### src/rtl/random_read_main.sv
// Read-side microbenchmark core: sums len words from a 1-port memory, reports cycles and sum.
// Optional RANDOM_READ_CHECK_EN adds a per-word pattern checker and a third error-count token.
module random_read_main #(
   parameter int unsigned SIMD_WIDTH     = 1,
   parameter int unsigned LOG_SIMD_WIDTH = 0,
   parameter int unsigned W_D            = 32,
   parameter int unsigned W_A            = 12,
   parameter int unsigned W_COMM_D       = 32
) (
   input  logic                      clk_i,
   input  logic                      rst_i,
   output logic [W_A-1:0]            mem_addr_o,
   input  logic [W_D*SIMD_WIDTH-1:0] mem_q_i,
   input  logic [W_COMM_D-1:0]       comm_q_i,
   input  logic                      comm_empty_i,
   output logic                      comm_deq_o,
   output logic [W_COMM_D-1:0]       comm_d_o,
   output logic                      comm_enq_o,
   input  logic                      comm_full_i
);

   localparam int unsigned WLen = W_A + 1;
   localparam int unsigned Lanes = 1 << LOG_SIMD_WIDTH;
   localparam logic [WLen-1:0] MaxLen = {1'b1, {W_A{1'b0}}};

   localparam logic [2:0] StIdle   = 3'd0;
   localparam logic [2:0] StWait   = 3'd1;
   localparam logic [2:0] StRun    = 3'd2;
   localparam logic [2:0] StDrain  = 3'd3;
   localparam logic [2:0] StRptCyc = 3'd4;
   localparam logic [2:0] StRptSum = 3'd5;
`ifdef RANDOM_READ_CHECK_EN
   localparam logic [2:0] StRptErr = 3'd6;
`endif

   logic [2:0]          state_q, state_d;
   logic [W_A-1:0]      addr_q, addr_d;
   logic [WLen-1:0]     len_q, len_d;
   logic [W_COMM_D-1:0] sum_q, sum_d;
   logic [W_COMM_D-1:0] cnt_q, cnt_d;
   logic [W_COMM_D-1:0] comm_d_q, comm_d_d;
   logic                deq_q, deq_d;
   logic                enq_q, enq_d;
   logic                vld_q, vld_d;
   logic [W_COMM_D-1:0] lane_sum;

   always_comb begin
      lane_sum = '0;
      for (int l = 0; l < Lanes; l++) begin
         lane_sum = lane_sum + W_COMM_D'(mem_q_i[l*W_D +: W_D]);
      end
   end

`ifdef RANDOM_READ_CHECK_EN
   logic [W_A-1:0]      rd_addr_q;
   logic [W_COMM_D-1:0] err_q, err_d;
   logic                word_bad;

   // rd_addr_q tracks the address whose data is on mem_q_i this cycle.
   always_comb begin
      word_bad = 1'b0;
      for (int l = 0; l < Lanes; l++) begin
         if (mem_q_i[l*W_D +: W_D] !=
             W_D'((32'(rd_addr_q) << LOG_SIMD_WIDTH) + 32'(l))) begin
            word_bad = 1'b1;
         end
      end
   end
`endif

   always_comb begin
      state_d  = state_q;
      addr_d   = addr_q;
      len_d    = len_q;
      sum_d    = sum_q;
      cnt_d    = cnt_q;
      comm_d_d = comm_d_q;
      deq_d    = 1'b0;
      enq_d    = 1'b0;
      vld_d    = (state_q == StRun);
`ifdef RANDOM_READ_CHECK_EN
      err_d    = err_q;
      if (vld_q && word_bad && (err_q != '1)) err_d = err_q + W_COMM_D'(1);
`endif
      if (vld_q) sum_d = sum_q + lane_sum;
      case (state_q)
         StIdle: begin
            cnt_d = '0;
            if (!comm_empty_i) begin
               deq_d   = 1'b1;
               len_d   = (comm_q_i > W_COMM_D'(MaxLen)) ? MaxLen : comm_q_i[WLen-1:0];
               sum_d   = '0;
               addr_d  = '0;
               state_d = StWait;
`ifdef RANDOM_READ_CHECK_EN
               err_d   = '0;
`endif
            end
         end
         StWait: begin
            cnt_d   = cnt_q + W_COMM_D'(1);
            state_d = (len_q == '0) ? StRptCyc : StRun;
         end
         StRun: begin
            cnt_d = cnt_q + W_COMM_D'(1);
            if ({1'b0, addr_q} == len_q - WLen'(1)) state_d = StDrain;
            else addr_d = addr_q + W_A'(1);
         end
         StDrain: state_d = StRptCyc;
         StRptCyc: begin
            // The +1 accounts for the report cycle itself.
            if (!comm_full_i) begin
               enq_d    = 1'b1;
               comm_d_d = cnt_q + W_COMM_D'(1);
               state_d  = StRptSum;
            end else begin
               cnt_d = cnt_q + W_COMM_D'(1);
            end
         end
         StRptSum: begin
            if (!comm_full_i) begin
               enq_d    = 1'b1;
               comm_d_d = sum_q;
`ifdef RANDOM_READ_CHECK_EN
               state_d  = StRptErr;
`else
               state_d  = StIdle;
`endif
            end
         end
`ifdef RANDOM_READ_CHECK_EN
         StRptErr: begin
            if (!comm_full_i) begin
               enq_d    = 1'b1;
               comm_d_d = err_q;
               state_d  = StIdle;
            end
         end
`endif
         default: state_d = StIdle;
      endcase
   end

   always_ff @(posedge clk_i) begin
      if (rst_i) begin
         state_q  <= StIdle;
         addr_q   <= '0;
         len_q    <= '0;
         sum_q    <= '0;
         cnt_q    <= '0;
         comm_d_q <= '0;
         deq_q    <= 1'b0;
         enq_q    <= 1'b0;
         vld_q    <= 1'b0;
`ifdef RANDOM_READ_CHECK_EN
         err_q     <= '0;
         rd_addr_q <= '0;
`endif
      end else begin
         state_q  <= state_d;
         addr_q   <= addr_d;
         len_q    <= len_d;
         sum_q    <= sum_d;
         cnt_q    <= cnt_d;
         comm_d_q <= comm_d_d;
         deq_q    <= deq_d;
         enq_q    <= enq_d;
         vld_q    <= vld_d;
`ifdef RANDOM_READ_CHECK_EN
         err_q     <= err_d;
         rd_addr_q <= addr_q;
`endif
      end
   end

   assign mem_addr_o = addr_q;
   assign comm_deq_o = deq_q;
   assign comm_enq_o = enq_q;
   assign comm_d_o   = comm_d_q;

endmodule
### config.mk
export PLATFORM = sky130hd
export DESIGN_NAME = random_read_main
export DESIGN_NICKNAME = d
export VERILOG_FILES = /design/src/rtl/random_read_main.sv
export SDC_FILE = /design/constraint.sdc
export NUM_CORES = 1
export LEC_CHECK = 0
export ABC_CLOCK_PERIOD_IN_PS = 3250
export BUFFER_PORTS_ARGS = -buffer_cell sky130_fd_sc_hd__buf_2
export CAP_MARGIN = 10
export CORE_MARGIN = 2
export CORE_UTILIZATION = 45
export CTS_BUF_LIST = sky130_fd_sc_hd__clkbuf_4
export CTS_CLUSTER_SIZE = 14
export DETAILED_ROUTE_END_ITERATION = 12
export PLACE_DENSITY = 0.66
export SYNTH_ARGS = -nofsm -noshare
export SYNTH_HDL_FRONTEND = slang
export SYNTH_SLANG_ARGS = --single-unit
export TNS_END_PERCENT = 1
### constraint.sdc
create_clock -name clk_i -period 3.25 [get_ports clk_i]
set_input_delay 0.65 -clock clk_i [delete_from_list [all_inputs] [get_ports clk_i]]
set_output_delay 0.65 -clock clk_i [all_outputs]
set_load 0.05 [all_outputs]
-- Word-level counts from Yosys, hierarchy flattened
Cells that the tools add are included.
- $add $sub $neg: 4
- order comparisons: 1
- equality and inequality tests: 12
- muxes and demuxes: 20
- bitwise operators: 3
- reductions and logical operators: 14
- operators with widths (operator ; count):
    $mux 32 ; 6
    $pmux 32 s3 ; 1
    $pmux 32 s2 ; 1
    $add 32x1->32 const B ; 1
    $add 32x32->32 ; 1
    $gt 32x13->1 const B ; 1
    $mux 12 ; 2
    $pmux 12 s2 ; 1
    $pmux 3 s6 ; 1
    $mux 3 ; 5
    $eq 12x13->1 ; 1
    $logic_not 13->1 ; 1
    $mux 13 ; 1
    $sub 13x1->13 const B ; 1
    $add 12x1->12 const B ; 1
    $ne 2x2->1 const B ; 5
    $reduce_or 2->1 ; 4
    $eq 3x2->1 const B ; 2
    $eq 3x3->1 const B ; 2
    $reduce_and 3->1 ; 2
    $reduce_and 2->1 ; 2
    $reduce_and 4->1 ; 1
    $reduce_bool 2->1 ; 2
    $eq 3x1->1 const B ; 1
    other kinds (5) ; 8
- register bits after elaboration: 127
- output and inout bits: 46
- logic and storage cells: 63

-- Depth between registers and ports, before layout
- depth after elaboration: 4
- gate-level depth with buffers: 13
- depth with buffers taken out: 12

-- Worst setup path before layout
OpenSTA, ideal clock, no wires.
- kind: input to register
- from: input port mem_q_i[0]
- to: register sum_q[30]
- library setup time: 128 ps
- data arrival time: 2833 ps
- data required time: 3122 ps
- setup slack: 289 ps
- cell stages on the path: 12
- path through: ha_1 > fa_1 > a21oi_1 > o31ai_1 > a21o_1 > a2bb2oi_1 > o22ai_1 > o31a_1 > a221oi_2 > xnor2_1 > mux2i_1 > nor2_1
- cells in the longest elaborated chain, start to end: 4
- ends and longest elaborated chain (item ; line ; text):
    from (decl) ; 13 ; input logic [W_D*SIMD_WIDTH-1:0] mem_q_i,
    $add 32x32->32 (*) ; 85 ; if (vld_q) sum_d = sum_q + lane_sum;
    $mux 32 (*) ; 85 ;
    $mux 32 ; 89 ; if (!comm_empty_i) begin
    $mux 32 (*) ; 86 ; case (state_q)
    to (signal assigned) ; 163 ; sum_q <= sum_d;
    to (decl) ; 39 ; logic [W_COMM_D-1:0] sum_q, sum_d;
Every way passes the cells marked *; elsewhere a longest branch is shown, timed or not.
A chain may end at the register's enable or synchronous reset.

-- Worst setup path after layout
- from: register len_q[0]
- to: register addr_q[11], in the netlist mem_addr_o[11]
- cells in the longest elaborated chain, start to end: 4
- ends and longest elaborated chain (item ; line ; text):
    from (decl) ; 38 ; logic [WLen-1:0] len_q, len_d;
    from (signal assigned) ; 162 ; len_q <= len_d;
    $sub 13x1->13 ; 106 ; if ({1'b0, addr_q} == len_q - WLen'(1)) state_d = StDrain;
    $eq 12x13->1 ; 106 ;
    $ne 2x2->1 (no line) ; - ;
    $reduce_and 3->1 (no line) ; - ;
    to (signal assigned) ; 161 ; addr_q <= addr_d;
    to (decl) ; 37 ; logic [W_A-1:0] addr_q, addr_d;
No other way between the ends.

==> results.json <==
{
  "status": "completed",
  "max_freq_mhz": 337,
  "drt_iter0_markers": 445,
  "critPathTopFamily": "simple AND/OR/NAND/NOR gates",
  "ys_seq_area_share_pct": 33.2,
  "worstPathCellList": "inv_1 > ha_1 > nor2b_1 > o21ai_0 > a31oi_1 > a2111oi_0 > nand3_1 > nor4_1 > or2_4 > nor4_1 > xnor2_1 > nor2_1",
  "vias": 7040,
  "globalRouteOverflowTotal": 0,
  "fin_crit_ns": 2.96,
  "use_met1_pct": 32.5,
  "grt_pass1_wl_um": 32500,
  "drv_cap": 0,
  "synth_simple_gate_area_share_pct": 23.0,
  "r2r_end": "mem_addr_o[11]",
  "netlist_top_cells_count": "nor2_1, dfxtp_1, a21oi_1, nand2_1, xnor2_1",
  "synth_compound_area_share_pct": 21.6,
  "netlist_area_um2": 7670,
  "path_clk_slew_ns": 0.11,
  "setup_viol": 0,
  "max-slew-margin-rel_pct": 34.2,
  "worstSkewPairLatency_ns": 0.55,
  "grt_max_degree": 71,
  "maxSlewViolCount": 0,
  "period_share_pct": 91.2,
  "worst_pin_slew_ns": 0.983,
  "antenna_found_initial": 1,
  "end_kind": "flop",
  "drt-total-wl_um": 20000,
  "cts_buffer_depth": 2,
  "yosysWarnings": 0,
  "gr-usage-met2_pct": 34.1,
  "leakage_nw": 3.78,
  "yosys.area.top_type": "dfxtp_1",
  "use_met3_pct": 3.90,
  "rsz0062_at_grt": "false",
  "core.rowCount": 47,
  "hold_path.class": "in2reg",
  "port_buffers": 113,
  "synth_fa_ha_area_share_pct": 5.97,
  "synth_ff_type": "dfxtp_1",
  "cts-root-buf": "clkbuf_4",
  "critPathMaxStageDelay_ns": 0.46,
  "cp_num_buf_inv": 1,
  "routedWlPerCell_um": 15.5,
  "syn_avg_cell_area_um2": 8.06,
  "clock_skew_ns": 0.0230,
  "grt_pass1_vias": 6445,
  "peakVddDrop_uv": 206,
  "dp_cells": 1257,
  "syn_inst": 951,
  "synth_seq_cells": 127,
  "place_congestion": 0.859,
  "h-tree-depth": 4,
  "critical_path_depth": 12,
  "worst-endpoint-required_ns": 3.68,
  "grt.total_usage_pct": 22.4,
  "postCtsHoldBufs": 0,
  "hpwlAfterDp_um": 14900,
  "hold_viol": 0,
  "cts_buffers": 17,
  "busiest_layer": "met2",
  "drive_above_1_share_pct": 18.7,
  "core_um2": 16600,
  "nets": 1160,
  "cp_common_cell": "nor4_1",
  "startpoint_type": "flop",
  "postCtsSetupRepairBufs": 0,
  "vias_per_cell": 5.46,
  "final_util_pct": 52.6,
  "cp-endpoint": "mem_addr_o[11]",
  "synthesis.nets": 1055,
  "crit_type": "reg2reg",
  "cts_resized": 0,
  "synthToLayoutAreaGrowth_pct": 14.2,
  "async_reset_ff_share_pct": 0,
  "slowest_stage": "dfxtp_1",
  "io_pins": 114,
  "yosysUniqueCellTypes": 70,
  "cts.sinks": 127,
  "cp_max_fo": 12,
  "antenna_left": 0,
  "drc": 0,
  "firstDrtPassIters": 5,
  "synthTopCellsByArea": "dfxtp_1, nor2_1, a21oi_1",
  "synth-edff-count": 0,
  "powerDensity_nw_per_um2": 365,
  "synth_xor_xnor_area_share_pct": 9.25,
  "die_area_um2": 18100,
  "synth_top_family_by_area": "simple AND/OR/NAND/NOR gates",
  "yosysTopAreaCellShare_pct": 33.2,
  "start_util_pct": 46.1,
  "r2r_slack_ns": 0.29,
  "r2r_cells": 12,
  "die_w_um": 135,
  "r2r-start": "len_q[0]",
  "arrival_ns": 3.39,
  "cts_tree": "done",
  "synth.most_common_cell": "nor2_1",
  "stdcell_count": 1290,
  "critical_path.startpoint": "len_q[0]",
  "die_y_um": 135,
  "muxShareOfSynthArea_pct": 3.13
}
cells in the final DEF, fill, tap and decap left out, drive strengths merged, types with 3 or more instances in the layout:
cell	instances
nor2	154
buf	136
dfxtp	127
a21oi	92
nand2	73
xnor2	52
o21ai	38
ha	35
xor2	29
nor3	29
nand3	27
mux2i	24
a21o	24
inv	19
a211oi	19
clkbuf	18
and3	17
nor4	15
clkinv	12
o221a	11
a22o	10
or3	9
nand4	9
a31oi	9
nand2b	8
nor2b	6
o21bai	6
o211ai	6
or2	4
and4	3
o31a	3
o31ai	3
o22ai	3
a22oi	3
nand3b	3
bufinv	3
a2111oi	3
a221oi	3
cell type report:
cell class / instances / area (um^2)
Clock inverter: 14 / 149
Inverter: 20 / 75.1
Sequential cell: 127 / 2540
Multi-Input combinational cell: 754 / 4840
Clock buffer: 18 / 135
Timing Repair Buffer: 136 / 738
Fill cell: 1627 / 7890
Antenna cell: 1 / 2.50
Tap cell: 220 / 275
where the power goes:
group | leakage (nW) | internal (mW) | switching (mW) | total [mW]
logic | 2.60 | 0.172 | 0.297 | 0.469
registers | 1.02 | 1.57 | 0.0232 | 1.60
clock network | 0.162 | 0.528 | 0.603 | 1.13
total | 3.78 | 2.27 | 0.923 | 3.20
kinds of logic (layout without fill, tap and decap cells):
logic type                 Yosys count  in the layout
and+or+nand+nor                    362            362
AOI/OAI and AO/OA                  251            251
DFF                                127            127
xor gates and xnor gates            81             81
buffers and inverters               70            188
adders and majority gates           36             36
muxes                               24             24
other                                0              1
per-stage QoR:
| step | hold slack, ns | TNS [ns] | instance area [um^2] | setup WS, ns | total power, mW |
|---|---|---|---|---|---|
| after floorplan | 0.458 | 0 | 7670 | 0.289 | 1.95 |
| after global placement | 0.438 | 0 | 8470 | 0.0211 | 2.10 |
| after detailed placement | 0.441 | -0.0117 | 8470 | -0.0117 | 2.10 |
| after CTS | 0.289 | 0 | 8750 | 0.303 | 3.22 |
| after global routing | 0.300 | 0 | 8750 | 0.0420 | 3.33 |
| final | 0.317 | 0 | 8750 | 0.286 | 3.20 |
registers in the layout, summed over array words and instances (netlist names):
signal / cells
mem_addr_o: 12
sum_q: 32
comm_enq_o: 1
vld_q: 1
len_q: 13
comm_d_o: 32
comm_deq_o: 1
cnt_q: 32
state_q: 3
worst min path at each step:
| stage | from | to | slack (ns) | cells past startpoint |
|---|---|---|---|---|
| 6_report | comm_q_i[5] | len_q[5] | 0.32 | 2 |
| 5_1_grt | comm_q_i[3] | len_q[3] | 0.30 | 2 |
| 4_1_cts | comm_q_i[5] | len_q[5] | 0.29 | 2 |
| 3_5_place_dp | comm_d_o[0] | comm_d_o[0] | 0.44 | 2 |
| 3_3_place_gp | comm_d_o[2] | comm_d_o[2] | 0.44 | 2 |
| 2_1_floorplan | sum_q[31] | sum_q[31] | 0.46 | 2 |
per-layer routing:
layer / share of wire, % / vias to the layer above
met5: 0 / -
met4: 1.5 / 0
met3: 5.2 / 23
met2: 44 / 172
met1: 50 / 3232
li1: - / 3613
Power figures use the tool's default switching activity.
